**src/rtl/adc_avg_peak_pkg.sv**
```systemverilog
// Shared constants and helpers for the ADC averaging / peak-hold stage.
// Imported by the interface, the per-channel statistics block and the top.
package adc_avg_peak_pkg;

    localparam int C_ADC_BITS             = 12;
    localparam int C_ADC_CHANNELS         = 4;
    localparam int C_ADC_AVG_LOG2_DEFAULT = 4;

    typedef logic [C_ADC_BITS-1:0] adc_sample_t;

    // Sample counter needs at least one bit even when every sample ends a block.
    function automatic int cnt_width(input int avg_log2);
        return (avg_log2 > 0) ? avg_log2 : 1;
    endfunction

endpackage

```
**src/rtl/adc_avg_peak_if.sv**
```systemverilog
// Sample-in / statistics-out bundle between the ADC reader side and the display side.
interface adc_avg_peak_if
    import adc_avg_peak_pkg::*;
#(
    parameter int C_channels = C_ADC_CHANNELS,
    parameter int C_bits     = C_ADC_BITS
);
    logic                         clken;
    logic                         dv;
    logic [C_channels*C_bits-1:0] data;
    logic                         clear_peak;
    logic [C_channels*C_bits-1:0] avg;
    logic                         avg_dv;
    logic [C_channels*C_bits-1:0] peak_min;
    logic [C_channels*C_bits-1:0] peak_max;
    logic                         peak_valid;

    modport master (
        output clken, dv, data, clear_peak,
        input  avg, avg_dv, peak_min, peak_max, peak_valid
    );

    modport slave (
        input  clken, dv, data, clear_peak,
        output avg, avg_dv, peak_min, peak_max, peak_valid
    );
endinterface

```
**src/rtl/adc_avg_peak_chan_stat.sv**
```systemverilog
// One channel: block accumulator with truncating average, plus min/max peak hold.
// Accept / block-end / clear strobes come from the parent's shared counter.
module adc_chan_stat
    import adc_avg_peak_pkg::*;
#(
    parameter int C_bits     = C_ADC_BITS,
    parameter int C_avg_log2 = C_ADC_AVG_LOG2_DEFAULT
) (
    input  logic              clk,
    input  logic              rst_n,
    input  logic              accept_i,
    input  logic              block_end_i,
    input  logic              clear_i,
    input  logic [C_bits-1:0] sample_i,
    output logic [C_bits-1:0] avg_o,
    output logic [C_bits-1:0] min_o,
    output logic [C_bits-1:0] max_o
);
    localparam int AW = C_bits + C_avg_log2;

    logic [AW-1:0]     acc_q, acc_d, sum_s;
    logic [C_bits-1:0] avg_q, avg_d;
    logic [C_bits-1:0] min_q, min_d;
    logic [C_bits-1:0] max_q, max_d;

    // Next-state for accumulator, average and peaks.
    always_comb begin
        sum_s = acc_q + AW'(sample_i);
        acc_d = acc_q;
        avg_d = avg_q;
        min_d = min_q;
        max_d = max_q;
        if (block_end_i) begin
            acc_d = {AW{1'b0}};
            avg_d = C_bits'(sum_s >> C_avg_log2);
        end else if (accept_i) begin
            acc_d = sum_s;
        end else begin
            acc_d = acc_q;
        end
        // A clear coinciding with a sample lets that sample seed both registers.
        if (accept_i && clear_i) begin
            min_d = sample_i;
            max_d = sample_i;
        end else if (accept_i) begin
            min_d = (sample_i < min_q) ? sample_i : min_q;
            max_d = (sample_i > max_q) ? sample_i : max_q;
        end else if (clear_i) begin
            min_d = {C_bits{1'b1}};
            max_d = {C_bits{1'b0}};
        end else begin
            min_d = min_q;
            max_d = max_q;
        end
    end

    // State registers.
    always_ff @(posedge clk or negedge rst_n) begin
        if (!rst_n) begin
            acc_q <= {AW{1'b0}};
            avg_q <= {C_bits{1'b0}};
            min_q <= {C_bits{1'b1}};
            max_q <= {C_bits{1'b0}};
        end else begin
            acc_q <= acc_d;
            avg_q <= avg_d;
            min_q <= min_d;
            max_q <= max_d;
        end
    end

    assign avg_o = avg_q;
    assign min_o = min_q;
    assign max_o = max_q;
endmodule

```
**src/rtl/adc_avg_peak.sv**
```systemverilog
// Per-channel block averaging and min/max peak hold for the on-screen ADC readout.
// Owns the shared sample counter, avg_dv and peak_valid; channels are replicated.
module adc_avg_peak
    import adc_avg_peak_pkg::*;
#(
    parameter int C_channels = C_ADC_CHANNELS,
    parameter int C_bits     = C_ADC_BITS,
    parameter int C_avg_log2 = C_ADC_AVG_LOG2_DEFAULT
) (
    input  logic           clk,
    input  logic           rst_n,
    adc_avg_peak_if.slave  bus
);
    localparam int             CW       = cnt_width(C_avg_log2);
    localparam logic [CW-1:0]  CNT_LAST = CW'((1 << C_avg_log2) - 1);
    localparam int             W        = C_channels * C_bits;

    logic [CW-1:0] cnt_q, cnt_d;
    logic          avg_dv_q;
    logic          peak_valid_q, peak_valid_d;
    logic          accept_s, clear_s, block_end_s;
    logic [W-1:0]  avg_s, min_s, max_s;

    // Strobe decode and counter / valid next-state.
    always_comb begin
        accept_s     = bus.dv & bus.clken;
        clear_s      = bus.clear_peak & bus.clken;
        block_end_s  = accept_s && (cnt_q == CNT_LAST);
        cnt_d        = cnt_q;
        peak_valid_d = peak_valid_q;
        if (block_end_s) begin
            cnt_d = {CW{1'b0}};
        end else if (accept_s) begin
            cnt_d = cnt_q + CW'(1);
        end else begin
            cnt_d = cnt_q;
        end
        if (accept_s) begin
            peak_valid_d = 1'b1;
        end else if (clear_s) begin
            peak_valid_d = 1'b0;
        end else begin
            peak_valid_d = peak_valid_q;
        end
    end

    // Shared control registers.
    always_ff @(posedge clk or negedge rst_n) begin
        if (!rst_n) begin
            cnt_q        <= {CW{1'b0}};
            avg_dv_q     <= 1'b0;
            peak_valid_q <= 1'b0;
        end else begin
            cnt_q        <= cnt_d;
            avg_dv_q     <= block_end_s;
            peak_valid_q <= peak_valid_d;
        end
    end

    for (genvar ch = 0; ch < C_channels; ch++) begin : g_chan
        adc_chan_stat #(
            .C_bits     (C_bits),
            .C_avg_log2 (C_avg_log2)
        ) u_stat (
            .clk         (clk),
            .rst_n       (rst_n),
            .accept_i    (accept_s),
            .block_end_i (block_end_s),
            .clear_i     (clear_s),
            .sample_i    (bus.data[ch*C_bits +: C_bits]),
            .avg_o       (avg_s[ch*C_bits +: C_bits]),
            .min_o       (min_s[ch*C_bits +: C_bits]),
            .max_o       (max_s[ch*C_bits +: C_bits])
        );
    end

    assign bus.avg        = avg_s;
    assign bus.avg_dv     = avg_dv_q;
    assign bus.peak_min   = min_s;
    assign bus.peak_max   = max_s;
    assign bus.peak_valid = peak_valid_q;
endmodule
```
**src/flat_wrapper.sv**
```systemverilog
// flat-port wrapper written by rule: the top's interface ports become plain ports
module adc_avg_peak_flat import adc_avg_peak_pkg::*;
#(
    parameter int C_channels = C_ADC_CHANNELS,
    parameter int C_bits     = C_ADC_BITS,
    parameter int C_avg_log2 = C_ADC_AVG_LOG2_DEFAULT
)
  (clk, rst_n, bus_clken, bus_dv, bus_data, bus_clear_peak, bus_avg, bus_avg_dv, bus_peak_min, bus_peak_max, bus_peak_valid);
  adc_avg_peak_if #(.C_channels(C_channels), .C_bits(C_bits)) bus_i ();
  input  logic clk;
  input  logic rst_n;
  input wire logic [$bits(bus_i.clken)-1:0] bus_clken;
  input wire logic [$bits(bus_i.dv)-1:0] bus_dv;
  input wire logic [$bits(bus_i.data)-1:0] bus_data;
  input wire logic [$bits(bus_i.clear_peak)-1:0] bus_clear_peak;
  output wire logic [$bits(bus_i.avg)-1:0] bus_avg;
  output wire logic [$bits(bus_i.avg_dv)-1:0] bus_avg_dv;
  output wire logic [$bits(bus_i.peak_min)-1:0] bus_peak_min;
  output wire logic [$bits(bus_i.peak_max)-1:0] bus_peak_max;
  output wire logic [$bits(bus_i.peak_valid)-1:0] bus_peak_valid;
  assign bus_i.clken = bus_clken;
  assign bus_i.dv = bus_dv;
  assign bus_i.data = bus_data;
  assign bus_i.clear_peak = bus_clear_peak;
  assign bus_avg = bus_i.avg;
  assign bus_avg_dv = bus_i.avg_dv;
  assign bus_peak_min = bus_i.peak_min;
  assign bus_peak_max = bus_i.peak_max;
  assign bus_peak_valid = bus_i.peak_valid;
  adc_avg_peak #(.C_channels(C_channels), .C_bits(C_bits), .C_avg_log2(C_avg_log2)) u_core (.clk(clk), .rst_n(rst_n), .bus(bus_i));
endmodule
```
**config.mk**
```make
export PLATFORM = sky130hd
export DESIGN_NAME = adc_avg_peak_flat
export DESIGN_NICKNAME = d
export VERILOG_FILES = /design/src/rtl/adc_avg_peak_pkg.sv /design/src/rtl/adc_avg_peak_if.sv /design/src/rtl/adc_avg_peak_chan_stat.sv /design/src/rtl/adc_avg_peak.sv /design/src/flat_wrapper.sv
export SDC_FILE = /design/constraint.sdc
export NUM_CORES = 1
export LEC_CHECK = 0
export ABC_CLOCK_PERIOD_IN_PS = 2600
export CAP_MARGIN = 20
export CORE_MARGIN = 8
export CORE_UTILIZATION = 50
export DETAILED_ROUTE_END_ITERATION = 16
export PLACE_DENSITY = 0.75
export SYNTH_ARGS = -nofsm -noshare
export SYNTH_HDL_FRONTEND = slang
export SYNTH_SLANG_ARGS = --single-unit
```
**constraint.sdc**
```tcl
create_clock -name clk -period 2.6 [get_ports clk]
set_input_delay 0.52 -clock clk [delete_from_list [all_inputs] [get_ports clk]]
set_output_delay 0.52 -clock clk [all_outputs]
set_load 0.005 [all_outputs]
```
Word level (Yosys, flattened, before mapping)
Cells that the tools add are included.
{ "classes": {"add_sub_neg": 5, "n_lt_le_gt_ge": 8, "eq_ne": 9, "mux": 38, "bitwise_logic": 2, "reduce_logical": 13} }
{ "op_table": {"columns": ["op", "count"], "rows": [
  ["two-way mux 12 bit", 26],
  ["two-way mux 16 bit", 8],
  ["adder 16 x 12 -> 16 bit", 4],
  ["> comparator 12 bit", 4],
  ["less-than comparator 12 bit", 4],
  ["!= test 3 x 2 -> 1 bit, second input constant", 6],
  ["AND reduction 2 bit", 8],
  ["two-way mux 4 bit", 2],
  ["!= test 3 x 1 -> 1 bit, second input constant", 2],
  ["adder 4 x 1 -> 4 bit, second input constant", 1],
  ["equality test 4 bit, second input constant", 1],
  ["nonzero test 2 bit", 2],
  ["nonzero test 3 bit", 1],
  ["bitwise AND 1 bit", 2],
  ["logical AND 1 bit", 2],
  ["two-way mux 1 bit", 2]
]} }
{ "totals": {"regBits": 214, "inputBits": 53, "output_inout_bits": 146, "elab_cells": 94} }

Longest topological paths before layout
Gate-level depths: netlist (run 1).
{ "depth": {"ltp_word": 4, "depth_mapped": 10, "depth_no_buf": 10} }

Modules after synthesis
A second synthesis (run 1) with hierarchy kept.
{ "hier_totals": {"cells_unflattened": 1415, "area_unflattened_um2": 13913.3} }
{ "by_module_without_submodules": {"columns": ["module", "instances", "cells_each", "area_per_inst_um2", "seq_area_each_um2"], "rows": [
  ["adc_chan_stat (u_core.g_chan[2].u_stat ...)", 2, 347, 3424.5, 1316.3],
  ["adc_chan_stat (u_core.g_chan[1].u_stat)", 1, 346, 3417.0, 1316.3],
  ["adc_chan_stat (u_core.g_chan[0].u_stat)", 1, 351, 3378.2, 1316.3],
  ["adc_avg_peak", 1, 24, 269.0, 150.1]
]} }

Least setup slack after synthesis (run 1)
No wires, ideal clock.
{ "synth_path": {"path_type": "input -> register", "start": "input bus_data[36]", "end": "register u_core.g_chan[3].u_stat.acc_q[14]", "setup_time_ps": 83, "arrival_time_ps": 2416, "required_time_ps": 2517, "path_slack_ps": 101, "cell_stages": 10, "path_buffers": 0, "path_cell_list": "ha_1 -> inv_1 -> fa_1 -> and2b_1 -> o31a_1 -> nand4_1 -> a311oi_2 -> nand3_2 -> or3_1 -> o21ai_0"} }
{ "synth_via": {"elab_chain_cells": 3} }
{ "synth_rtl": {"columns": ["item", "line", "source"], "rows": [
  ["start, declared", "flat_wrapper.sv:14", "input wire logic [$bits(bus_i.data)-1:0] bus_data;"],
  ["adder 16 x 12 -> 16 bit", "adc_avg_peak_chan_stat.sv:28", "sum_s = acc_q + AW'(sample_i);"],
  ["two-way mux 16 bit", "adc_avg_peak_chan_stat.sv:36", "end else if (accept_i) begin"],
  ["two-way mux 16 bit", "adc_avg_peak_chan_stat.sv:33", "if (block_end_i) begin"],
  ["end signal, assigned", "adc_avg_peak_chan_stat.sv:60", "acc_q <= {AW{1'b0}};"],
  ["end, declared", "adc_avg_peak_chan_stat.sv:21", "logic [AW-1:0] acc_q, acc_d, sum_s;"]
]} }
Every way passes these cells. The select of a mux whose other input is x is not followed.
A chain may end at the register's enable or synchronous reset.

Final worst setup path (run 1)
{ "layout_path": {"start": "input bus_data[13]", "end": "register u_core.g_chan[1].u_stat.max_q[7]"} }
{ "layout_via": {"elab_chain_cells": 3} }
{ "layout_rtl": {"columns": ["item", "line", "source"], "rows": [
  ["> comparator 12 bit", "adc_avg_peak_chan_stat.sv:47", "max_d = (sample_i > max_q) ? sample_i : max_q;"],
  ["!= test 3 x 2 -> 1 bit (no source line)", null, null],
  ["AND reduction 2 bit (no source line)", null, null],
  ["end signal, assigned", "adc_avg_peak_chan_stat.sv:63", "max_q <= {C_bits{1'b0}};"],
  ["end signal, assigned", "adc_avg_peak_chan_stat.sv:68", "max_q <= max_d;"],
  ["end, declared", "adc_avg_peak_chan_stat.sv:24", "logic [C_bits-1:0] max_q, max_d;"]
]} }
Every way passes these cells.

==> results of run 1 <==
## path summary, 6_finish.rpt
path                                                              start                                             to  cells after the start
max reg2reg                u_core.g_chan[3].u_stat.acc_q[0]$_DFFE_PN0P_  u_core.g_chan[3].u_stat.acc_q[14]$_DFFE_PN0P_                     10
min in group asynchronous                                         rst_n   u_core.g_chan[0].u_stat.max_o[7]$_DFFE_PN0P_                      2
min reg2reg                u_core.g_chan[1].u_stat.avg_o[3]$_DFFE_PN0P_   u_core.g_chan[1].u_stat.avg_o[3]$_DFFE_PN0P_                      2
max in group asynchronous                                         rst_n   u_core.g_chan[1].u_stat.min_o[5]$_DFFE_PN1P_                      3
min                                                        bus_data[36]   u_core.g_chan[3].u_stat.max_o[0]$_DFFE_PN0P_                      3
max                                                        bus_data[13]   u_core.g_chan[1].u_stat.max_o[7]$_DFFE_PN0P_                     12
## logic make-up (layout without fill, tap and decap cells)
family                     count (synthesis)  count (layout)  share of synthesized area [%]
and+or+nand+nor                          315             315                           11.2
adders and majority gates                145             145                           14.5
buffers and inverters                    161             569                           4.95
xor gates and xnor gates                  44              44                           3.04
muxes                                      9               9                          0.798
AOI/OAI and AO/OA                        405             405                           22.8
DFF                                      214             214                           42.6
## Yosys cell counts, drive strengths merged (17+ instances only)
| master | n | area, um2 |
|---|---|---|
| a21o | 27 | 203 |
| a21oi | 56 | 280 |
| a22o | 72 | 631 |
| buf | 17 | 87.6 |
| clkbuf | 31 | 116 |
| dfrtp | 166 | 4150 |
| dfstp | 48 | 1260 |
| ha | 141 | 1760 |
| inv | 112 | 420 |
| nand2 | 161 | 604 |
| nand3 | 21 | 110 |
| nand4 | 19 | 119 |
| nor2 | 54 | 203 |
| nor2b | 19 | 119 |
| o21a | 23 | 173 |
| o21ai | 85 | 425 |
| o22a | 48 | 420 |
| o31ai | 17 | 128 |
| xnor2 | 25 | 219 |
| xor2 | 19 | 166 |
## worst reg2reg max path, delay by kind of cell, from the launching register on
family / cells / cell delay [ns]
fa+ha+maj: 2 / 0.52
simple gates: 4 / 0.85
buf+inv: 1 / 0.06
compound gates: 3 / 0.61
flops: 1 / 0.36
## cell type report
cell class / instances / area share, %
Clock inverter: 11 / 0.616
Multi-Input combinational cell: 918 / 38.2
Timing Repair Buffer: 411 / 21.3
Clock buffer: 34 / 4.06
Inverter: 113 / 2.43
Tap cell: 330 / 2.37
Sequential cell: 214 / 31.0
## through the flow
| stage | cell area (um2) | hold WS, ns |
|---|---|---|
| after floorplan | 12700 | 0.224 |
| after global placement | 16600 | 0.455 |
| after detailed placement | 16600 | 0.461 |
| after CTS | 17400 | 0.477 |
| after global routing | 17500 | 0.455 |
| final | 17500 | 0.466 |
## registers in the layout (all words and copies together) (netlist names)
register / flops
u_core.bus.avg_dv: 1
u_core.bus.peak_valid: 1
u_core.cnt_q: 4
u_core.g_chan.u_stat.acc_q: 64
u_core.g_chan.u_stat.avg_o: 48
u_core.g_chan.u_stat.max_o: 48
u_core.g_chan.u_stat.min_o: 48
## timing repair
item                       CTS  global route
buffers inserted             0             1
pin swaps                    0             5
setup endpoints to repair   12            11
hold endpoints to repair    14             0
resized for setup            1             6
hold buffers                 1             0
## routing by layer
metal  wire (um)  vias to the layer above
met5           0                        -
met2       17900                      286
met4         561                        0
li1            -                     5441
met1       15900                     5521
met3        2070                       41
## where the power goes
| group | switching (W) | internal [W] | leakage [nW] | total, W |
|---|---|---|---|---|
| Clock | 0.00139 | 0.00210 | 0.408 | 0.00349 |
| Combinational | 0.00381 | 0.00464 | 5.48 | 0.00846 |
| Sequential | 0.000930 | 0.00464 | 2.64 | 0.00557 |
==> metrics.md, run 1 <==
| Metric | Value |
|---|---|
| Status | finished clean |
| Global Route Usage Sum | a little under a quarter |
| Number of buffers created by CTS | 25 |
| Req. time, crit path | 3.05 ns |
| Total die area | between 30000 and 40000 um2 |
| Setup slack at placement | -0.498 ns |
| Top_reg_cell synth | dfrtp_1 |
| Sequential cell area | ~5400 um2 |
| Synth-to-layout area growth | 37.5% |
| Number of instances in the synthesized netlist | around 1300 |
| Cell Rows | 58 |
| Estimated wirelength of the detail-placed design | 27400 um |
| Wire length reported by the detailed router | 36500 um |
| Setup repair after global routing missed its margin | true |
| CTS tree | built |
| Register clock-pin slew on the reported worst setup and hold paths | about 0.06 ns |
| Pin slew with the least headroom to its limit | ~0.7 ns |
| Cell leakage power | 8.52 nW |
| Type of the most critical hold path | in2reg |
| Number of non-filler instances in the completed layout | 2031 |
| Number of enable-type register cells in the synthesized netlist | 0 |
| Wire length of the first global-routing pass | 60300 um |
| Relative slew slack | between 50% and 60% |
| Worst Skew | between 0.01 and 0.015 ns |
| DR DRC count | 0 |
| Count of port buffers added during placement | slightly below 200 |
| Post-synthesis average cell area | between 9 and 10 um2 |
| Library cell used as clock root buffer | clkbuf_16 |
| Worst-Skew Late Latency | 0.51 ns |
| Worst ir drop on vdd | approximately 0.00063 V |
| Post-synthesis sequential area ratio | a little over two fifths |
| Met3 demand-to-capacity share in global routing | ~4.7% |
| Cell Area, Synth | 12700 um2 |
| Total number of yosys warnings | 0 |
| Share of flip-flops with an asynchronous set or reset | 100% |
| Critical path peak fanout | 11 |
| Final clock period utilization by the worst path | 96.1% |
| Placed Cells incl. Taps | between 1500 and 2000 |
| CP max stage cell | clkdlybuf4s50_1 |
| CP top delay family | buffers and inverters |
| Count of pins on the block boundary | 199 |
| Max-cap check violation count | 0 |
| Critical Path End Type | flip-flop |
| Final worst slack | approximately 0.10 ns |
| Flops & latches, synth | between 200 and 250 |
| Initial antenna violation count | 0 |
| Gr busiest metal | met2 |
| Die height | around 180 um |
| Diodes inserted | 0 |
| Worst setup path class | in2reg |
| Detailed-route via count | 11300 |
| Final Hold Vio Count | 0 |
| 1st-iter DRT viols | between 700 and 800 |
| Number of sinks on the clock net | between 200 and 250 |
| Critical path, cell by cell | clkdlybuf4s50_1, buf_4, buf_4, ha_1, nor2b_1, o21a_1, o21a_1, o21ai_1, nand2_1, o31ai_1, buf_4, a22o_1 |
| First-pass DRT Iterations | 5 |
| Most common cell after layout, fill and taps aside | buf_4 |
| Starting utilization of the core area | 50.7% |
| Setup violations, final | 0 |
| Met2 GRT Util | 40.7% |
| Routed WL per cell | about 18 um |
| Top achievable clock speed | 400 MHz |
| Number of filler cells placed in the layout | a little under 2000 |
| Number of buffers on the longest clock path | 3 |
| Number of max-slew violations in the final report | 0 |
| Die width | 175 um |
| Shortest clock period the worst path allows after layout | 2.50 ns |
| Worst setup slack for register-to-register paths | ~0.14 ns |
| Crit path largest cell delay | between 0.4 and 0.5 ns |
| Worst Setup Start Kind | primary input |
| Last weighted congestion value of the routability-driven placer | ~0.90 |
| H-tree depth reported by CTS | 1 |
| Final #Nets | 1881 |
| Largest net degree at the start of global routing | 74 |
| Via density | about 5.6 |
| Setup_tns | 0 ns |
| Global Route met1 Usage | between 20% and 30% |
| Commonest non-fill, non-tap cells in the layout | 202 x buf_4, 195 x clkdlybuf4s50_1, 166 x dfrtp_1 |
| Tot Pwr | roughly 0.018 W |
| Buffer and inverter count on the worst path | 4 |
| Core Box Area | between 20000 and 30000 um2 |
| Most frequent CP cell | buf_4 |
| Fraction of layout cells with a size suffix above 1 | between 10% and 20% |
| Util after Layout | roughly 70% |
| Remaining global-route overflow | 0 |
| Remaining antenna violation count after routing | 0 |
| Multi-input logic area | 6670 um2 |
| Yosys cell types | 64 |
| Via count of the first global-routing pass | approximately 12000 |
| Net count of the mapped netlist | around 1500 |
| CP arrival | around 3.0 ns |
| Power per standard cell area | around 1000 nW/um2 |
Note: power is estimated with default switching activity, not from simulation.
==> run 2, diff against run 1 <==
--- a/config.mk
+++ b/config.mk
@@ -9,7 +9,9 @@
 export CAP_MARGIN = 20
 export CORE_MARGIN = 8
 export CORE_UTILIZATION = 50
+export CTS_CLUSTER_DIAMETER = 100
 export DETAILED_ROUTE_END_ITERATION = 16
+export HOLD_SLACK_MARGIN = 0.02
 export PLACE_DENSITY = 0.75
 export SYNTH_ARGS = -nofsm -noshare
 export SYNTH_HDL_FRONTEND = slang
==> results of run 2 <==
Same layout as run 1: the final DEF is identical, and so are final timing and power.
